**src/rtl/sub_iterative_64_if.sv**
```systemverilog
// sub_iterative_64_if
//   Request/response bundle for the iterative subtractor.
//   start  : operation request (from master)
//   a, b   : minuend / subtrahend, captured with an accepted start
//   busy   : subtraction in progress
//   done   : one-cycle pulse when diff/borrow update
//   diff   : a - b modulo 2^WIDTH, held until the next done
//   borrow : 1 when a < b (unsigned), held with diff
interface sub_iterative_64_if #(
  parameter int WIDTH = 64
);
  logic             start;
  logic [WIDTH-1:0] a;
  logic [WIDTH-1:0] b;
  logic             busy;
  logic             done;
  logic [WIDTH-1:0] diff;
  logic             borrow;

  modport master (
    output start, a, b,
    input  busy, done, diff, borrow
  );

  modport slave (
    input  start, a, b,
    output busy, done, diff, borrow
  );
endinterface

```
**src/rtl/sub_iterative_64.sv**
```systemverilog
// sub_iterative_64
//   Multi-cycle unsigned subtractor: diff = a - b, one CHUNK-bit slice per clock.
//   The inter-slice carry lives only in carry_q, so the longest combinational
//   carry chain is CHUNK bits.
//   Ports:
//     clk    : clock, all state on rising edge
//     rst_n  : asynchronous active-low reset
//     bus    : sub_iterative_64_if.slave (start/a/b in, busy/done/diff/borrow out)
//   WIDTH must be a multiple of CHUNK, with at least two chunks.
//
//   state | meaning
//   ------+-----------------------------------------------------------------
//   IDLE  | waiting for start
//   RUN   | one slice of a + ~b + carry per edge, NCHUNK edges in total
//   FIN   | all slices ready; results publish on the next edge, start accepted
module sub_iterative_64 #(
  parameter int WIDTH = 64,
  parameter int CHUNK = 16
) (
  input  logic               clk,
  input  logic               rst_n,
  sub_iterative_64_if.slave  bus
);

  localparam int NCHUNK = WIDTH / CHUNK;
  localparam int CW     = (NCHUNK > 1) ? $clog2(NCHUNK) : 1;

  typedef enum logic [1:0] {
    IDLE = 2'd0,
    RUN  = 2'd1,
    FIN  = 2'd2
  } state_t;

  state_t           state_q;
  state_t           state_d;
  logic [CW-1:0]    cnt_q;
  logic [WIDTH-1:0] a_q;
  logic [WIDTH-1:0] b_q;
  logic [WIDTH-1:0] shadow_q;
  logic             carry_q;
  logic             busy_q;
  logic             done_q;
  logic [WIDTH-1:0] diff_q;
  logic             borrow_q;

  logic             accept;
  logic             last_chunk;
  logic [CHUNK:0]   slice_sum;

  // start is honoured in FIN as well, giving back-to-back operation
  assign accept     = bus.start && ((state_q == IDLE) || (state_q == FIN));
  assign last_chunk = (cnt_q == CW'(NCHUNK - 1));

  // Operands shift right each RUN cycle, so the active slice is always the low chunk
  assign slice_sum = {1'b0, a_q[CHUNK-1:0]}
                   + {1'b0, ~b_q[CHUNK-1:0]}
                   + {{CHUNK{1'b0}}, carry_q};

  always_ff @(posedge clk or negedge rst_n) begin
    if (!rst_n) begin
      state_q <= IDLE;
    end else begin
      state_q <= state_d;
    end
  end

  always_comb begin
    state_d = state_q;
    case (state_q)
      IDLE: begin
        if (accept) state_d = RUN;
      end
      RUN: begin
        if (last_chunk) state_d = FIN;
      end
      FIN: begin
        state_d = accept ? RUN : IDLE;
      end
      default: state_d = IDLE;
    endcase
  end

  always_ff @(posedge clk or negedge rst_n) begin
    if (!rst_n) begin
      a_q      <= '0;
      b_q      <= '0;
      shadow_q <= '0;
      carry_q  <= 1'b0;
      cnt_q    <= '0;
    end else if (accept) begin
      a_q     <= bus.a;
      b_q     <= bus.b;
      carry_q <= 1'b1;
      cnt_q   <= '0;
    end else if (state_q == RUN) begin
      a_q      <= a_q >> CHUNK;
      b_q      <= b_q >> CHUNK;
      // New slice enters at the top; after NCHUNK shifts slice 0 sits at the bottom
      shadow_q <= {slice_sum[CHUNK-1:0], shadow_q[WIDTH-1:CHUNK]};
      carry_q  <= slice_sum[CHUNK];
      cnt_q    <= cnt_q + CW'(1);
    end
  end

  always_ff @(posedge clk or negedge rst_n) begin
    if (!rst_n) begin
      busy_q   <= 1'b0;
      done_q   <= 1'b0;
      diff_q   <= '0;
      borrow_q <= 1'b0;
    end else begin
      busy_q <= (state_d == RUN);
      done_q <= (state_q == FIN);
      if (state_q == FIN) begin
        diff_q   <= shadow_q;
        // Final carry out of a + ~b + 1 is the inverse of the borrow
        borrow_q <= ~carry_q;
      end
    end
  end

  assign bus.busy   = busy_q;
  assign bus.done   = done_q;
  assign bus.diff   = diff_q;
  assign bus.borrow = borrow_q;

endmodule

```
**src/flat_wrapper.sv**
```systemverilog
// flat-port wrapper written by rule: the top's interface ports become plain ports
module sub_iterative_64_flat 
#(
  parameter int WIDTH = 64,
  parameter int CHUNK = 16
)
  (clk, rst_n, bus_start, bus_a, bus_b, bus_busy, bus_done, bus_diff, bus_borrow);
  sub_iterative_64_if #(.WIDTH(WIDTH)) bus_i ();
  input  logic clk;
  input  logic rst_n;
  input wire logic [$bits(bus_i.start)-1:0] bus_start;
  input wire logic [$bits(bus_i.a)-1:0] bus_a;
  input wire logic [$bits(bus_i.b)-1:0] bus_b;
  output wire logic [$bits(bus_i.busy)-1:0] bus_busy;
  output wire logic [$bits(bus_i.done)-1:0] bus_done;
  output wire logic [$bits(bus_i.diff)-1:0] bus_diff;
  output wire logic [$bits(bus_i.borrow)-1:0] bus_borrow;
  assign bus_i.start = bus_start;
  assign bus_i.a = bus_a;
  assign bus_i.b = bus_b;
  assign bus_busy = bus_i.busy;
  assign bus_done = bus_i.done;
  assign bus_diff = bus_i.diff;
  assign bus_borrow = bus_i.borrow;
  sub_iterative_64 #(.WIDTH(WIDTH), .CHUNK(CHUNK)) u_core (.clk(clk), .rst_n(rst_n), .bus(bus_i));
endmodule
```
**config.mk**
```make
export PLATFORM = sky130hd
export DESIGN_NAME = sub_iterative_64_flat
export DESIGN_NICKNAME = d
export VERILOG_FILES = /design/src/rtl/sub_iterative_64_if.sv /design/src/rtl/sub_iterative_64.sv /design/src/flat_wrapper.sv
export SDC_FILE = /design/constraint.sdc
export NUM_CORES = 1
export LEC_CHECK = 0
export BUFFER_PORTS_ARGS = -buffer_cell sky130_fd_sc_hd__clkbuf_2
export CORE_ASPECT_RATIO = 0.8
export CORE_UTILIZATION = 55
export DETAILED_ROUTE_END_ITERATION = 7
export PLACE_DENSITY = 0.79
export SLEW_MARGIN = 10
export SYNTH_ARGS = -nofsm -noshare
export SYNTH_HDL_FRONTEND = slang
export SYNTH_SLANG_ARGS = --single-unit
```
**constraint.sdc**
```tcl
create_clock -name clk -period 2.9 [get_ports clk]
set_input_delay 0.58 -clock clk [delete_from_list [all_inputs] [get_ports clk]]
set_output_delay 0.58 -clock clk [all_outputs]
set_load 0.02 [all_outputs]
```
======== Word-level counts from Yosys, hierarchy flattened ========
Index checks and enable logic that the tools add are counted.
storage, ports and cells
  flip-flop bits (word level) ............. 264
  bits of input ports ..................... 131
  output and inout bits ................... 67
  logic and storage cells ................. 37
operators by class
  add/subtract/negate cells ............... 3
  equal/unequal tests ..................... 4
  mux-type cells .......................... 12
  bitwise gates (word level) .............. 3
  reductions and logical operators ........ 5
operators with widths
  cell                   count
  $mux W64               4
  $add A16 B16 Y17       1
  $add A17 B1 Y17        1
  $not A16 Y16           1
  $mux W2                4
  $pmux W2 S3            1
  $eq A2 B1 Y1 const B   2
  $eq A2 B2 Y1 const B   2
  $mux W1                3
  $add A2 B1 Y2 const B  1
  $logic_not A2 Y1       1
  $not A1 Y1             2
  $reduce_and A2 Y1      1
  $reduce_bool A2 Y1     1
  $logic_and A1 B1 Y1    1
  $logic_or A1 B1 Y1     1

======== Depth between registers and ports, before layout ========
  depth after elaboration ................. 6
  mapped depth ............................ 9
  mapped depth without buffers ............ 9

======== Worst setup path before layout ========
Ideal clock, no wire load.
  path kind ............................... register to register
  start point ............................. register u_core.carry_q
  end point ............................... register u_core.shadow_q[62]
  arrival time ............................ 2.144 ns
  required time ........................... 2.780 ns
  path slack .............................. 0.637 ns
  cell stages (with the launch flop) ...... 10
  buffers on the path ..................... 0
  path through ............................ dfrtp_1 -> inv_1 -> fa_1 -> inv_1 -> fa_1 -> a21oi_1 -> o211ai_1 -> nor4b_1 -> or4_1 -> a31o_1
between the ends
  longest elaborated chain between the ends .. 1
ends and longest elaborated chain
  item                      line                     text
  start: declaration        sub_iterative_64.sv:40   logic carry_q;
  start signal: assignment  sub_iterative_64.sv:100  carry_q <= slice_sum[CHUNK];
  $add A17 B1 Y17           sub_iterative_64.sv:57   + {{CHUNK{1'b0}}, carry_q};
  end signal: assignment    sub_iterative_64.sv:99   shadow_q <= {slice_sum[CHUNK-1:0], shadow_q[WIDTH-1:CHUNK]};
  end: declaration          sub_iterative_64.sv:39   logic [WIDTH-1:0] shadow_q;
Every way passes these cells.
A chain may end at the register's enable or synchronous reset.

======== Final worst setup path ========
Same ends and word-level chain as after synthesis.

==> results.md <==
- Ant. Diodes: 0
- Final nets: roughly 1,500
- Core area: approximately 20,000 um^2
- Via Count: around 9,000
- Synth cell types: 47
- Die area: roughly 21,000 um^2
- Top Layer Used: met4
- Net Sw Power: 7.22 mW
- Worst-path clk slew: roughly 0.06 ns
- CP Data Arrival Time: roughly 2.9 ns
- Synth async-reset ratio: 100%
- PortBufs: just under 200
- Share of post-route cells with drive strength above 1: 24.3%
- Post-cts sizing count: 0
- PD cells: around 1300 nW/um^2
- Fin. max-slew vios: 0
- FP Rows: 46
- Initial DRC Count: 820
- Total GRT Usage: between 20% and 30%
- Critical-path top delay cell: fa_1
- FF-to-FF setup slack: 0.43 ns
- Worst rel slew slack: between 20% and 30%
- Final setup viols: 0
- IO Pins: between 150 and 200
- DRC: 0
- Sequential element share of the synthesized area: slightly below 60%
- Setup tns final: 0 ns
- CP required: 3.31 ns
- CP max FO: 3
- Worst-margin pin slew: between 1 and 1.5 ns
- Max stage delay on crit path: roughly 0.40 ns
- Met1 wire length: 12.9 mm
- Flop pwr share: 37.6%
- Synth area leader: dfrtp_1
- Max frequency: about 400 MHz
- Max H-tree Level: 1
- Pleak: 6.61 nW
- Switching Share: between 40% and 50%
- Clock Power Share: between 10% and 20%
- Number of hold buffers added after cts: 0
- Post-Syn Nets: 1,298
- Setup bufs post-CTS: 0
- Crit Path Class: reg -> reg
- First-pass GRT wire length: ~44 mm
- RSZ-0062 raised after global routing: false
- Run status: completed
- DRT Pass-1 Iters: 5
- Cells after Synth: around 1,100
- Seq cells post-synth: 264
- Gate power share: between 40% and 50%
- Top FF cell, synth: dfrtp_1
- Worst setup SP type: register
- Initial antenna violation count: 0
- Tcrit/Tclk final: 85.1%
- Final Hold Fails: 0
- Worst path cell trace: inv_1 > fa_1 > inv_1 > fa_1 > a21oi_1 > o211ai_1 > nor4b_1 > or4_1 > a31o_1
- Drt wl/cell: between 15 and 20 um
- Placer Congestion: between 0.9 and 1
- Clock Latency Late Sink: 0.53 ns
- WL met2: between 10 and 15 mm
- Most frequent cell after synthesis: nand2_1
- Post-synth top cells: nand2_1, dfrtp_1, nor2_1, a31oi_1, mux2_2
- Clock Skews: ~0.01 ns
- Starting Density: 56.7%
- Maximum vdd drop: 0.000632 V
- Final min period: about 2.5 ns
- Syn avg cell area: 9.85 um^2
- Number of synthesized flops with an enable pin: 0
- Vias in the first global route: between 8,000 and 9,000
- Hold Path Class: in -> async
- P_int: between 10 and 15 mW
- Overflow after GRT: 0
- Post-synth top area share: 58.3%
- Top post-synthesis cells by area: dfrtp_1, nand2_1, mux2_2, a31oi_1, nor2_1
- Clock buffer depth: 3
- Post-DP HPWL: 19.5 mm
- Met3 wire length: 2.01 mm
- Clock Tree Root: clkbuf_16
- Max-cap violations: 0
- Die width: roughly 160 um
- Min Hold Slack: ~0.022 ns
- Detail Route Antenna Nets: 0
- Pin count of the biggest net entering global routing: 83
- Via density: ~5.6
- CTS tree: done
- Critical path capture point type: register
- Mapped cell area: approximately 11,000 um^2
- Yosys warns: 0
- Total wire length: ~29 mm
- TritonCTS Buffers: 26
- Clk sink count: about 260
- Height of the die: between 100 and 150 um
- Area grow syn2layout: 18.5%
-- critical path: cells and delay by family, from the launching register on --
kind                       cells  cell delay, ns
and+or+nand+nor                2            0.59
adders and majority gates      2            0.60
DFF                            1            0.38
AOI/OAI and AO/OA              3            0.64
buffers and inverters          2            0.17
-- routing by layer --
layer  vias to the layer above  GRT usage, %
met3                        48          6.42
met1                      4418          39.4
li1                       4210             -
met5                         -             0
met4                         0          6.49
met2                       290          40.4
-- layout make-up --
class	instances	area [um^2]
clock buffer	38	757
clock inverter	6	80.1
fill	1544	6560
inverter	22	82.6
multi-input combinational	782	4350
sequential	264	6610
tap	264	330
timing repair buffer	215	1210
-- state kept, by name, summed over array words and instances, names as in the netlist --
signal and cells:
u_core.bus.diff 64, u_core.bus.done 1, u_core.bus.busy 1, u_core.cnt_q 2, u_core.a_q 64, u_core.state_q 2
u_core.shadow_q 64, u_core.carry_q 1, u_core.b_q 64, u_core.bus.borrow 1
-- path summary, 6_finish.rpt --
check | start | end | cells past startpoint
setup / recovery | u_core.carry_q | u_core.shadow_q[62] | 9
hold / removal | rst_n | u_core.shadow_q[0] | 1
setup reg to reg | u_core.carry_q | u_core.shadow_q[62] | 9
hold reg to reg | u_core.shadow_q[6] | u_core.shadow_q[6] | 2
max in group asynchronous | rst_n | u_core.a_q[6] | 2
min in group clk | bus_a[51] | u_core.a_q[51] | 3
-- power by group through the flow --
stage          registers (mW)  logic (mW)  clock network [mW]
6_report                 6.59        7.57                3.34
2_1_floorplan            6.76        4.97                   0
5_1_grt                  6.77        8.37                3.51
3_5_place_dp             6.60        7.51                   0
3_3_place_gp             6.53        7.30                   0
4_1_cts                  6.56        7.56                3.37
-- placed cells by master, fill, tap and decap left out, drive strengths merged, types with 17 or more instances in the layout --
master and instances:
a21oi 27, mux2 64, dfrtp 264, nor2 91, nor3 22, buf 19
inv 22, a22o 17, a31oi 80, nand2 365, clkbuf 234
-- cells by family (layout without fill, tap and decap cells) --
group,count (synthesis),count (layout),synth area share [%]
AND/OR/NAND/NOR,502,502,17.5
adder cells (fa/ha/maj),18,18,2.12
XOR/XNOR,6,6,0.464
flip-flops,264,264,58.3
buffers and inverters,103,281,3.56
multiplexers,64,64,6.37
AO/OA/AOI/OAI,192,192,11.7
-- stage by stage --
stage / area [um^2] / utilization, % / std cells / power, mW / worst slack [ns]
3_3_place_gp: 12600 / 63.0 / 1547 / 13.8 / 0.532
3_5_place_dp: 12600 / 63.0 / 1547 / 14.1 / 0.462
6_report: 13400 / 67.2 / 1591 / 17.5 / 0.432
5_1_grt: 13400 / 67.2 / 1591 / 18.6 / 0.290
2_1_floorplan: 11300 / - / 1149 / 11.7 / 0.637
4_1_cts: 13400 / 67.2 / 1591 / 17.5 / 0.449
Power figures use the tool's default switching activity.
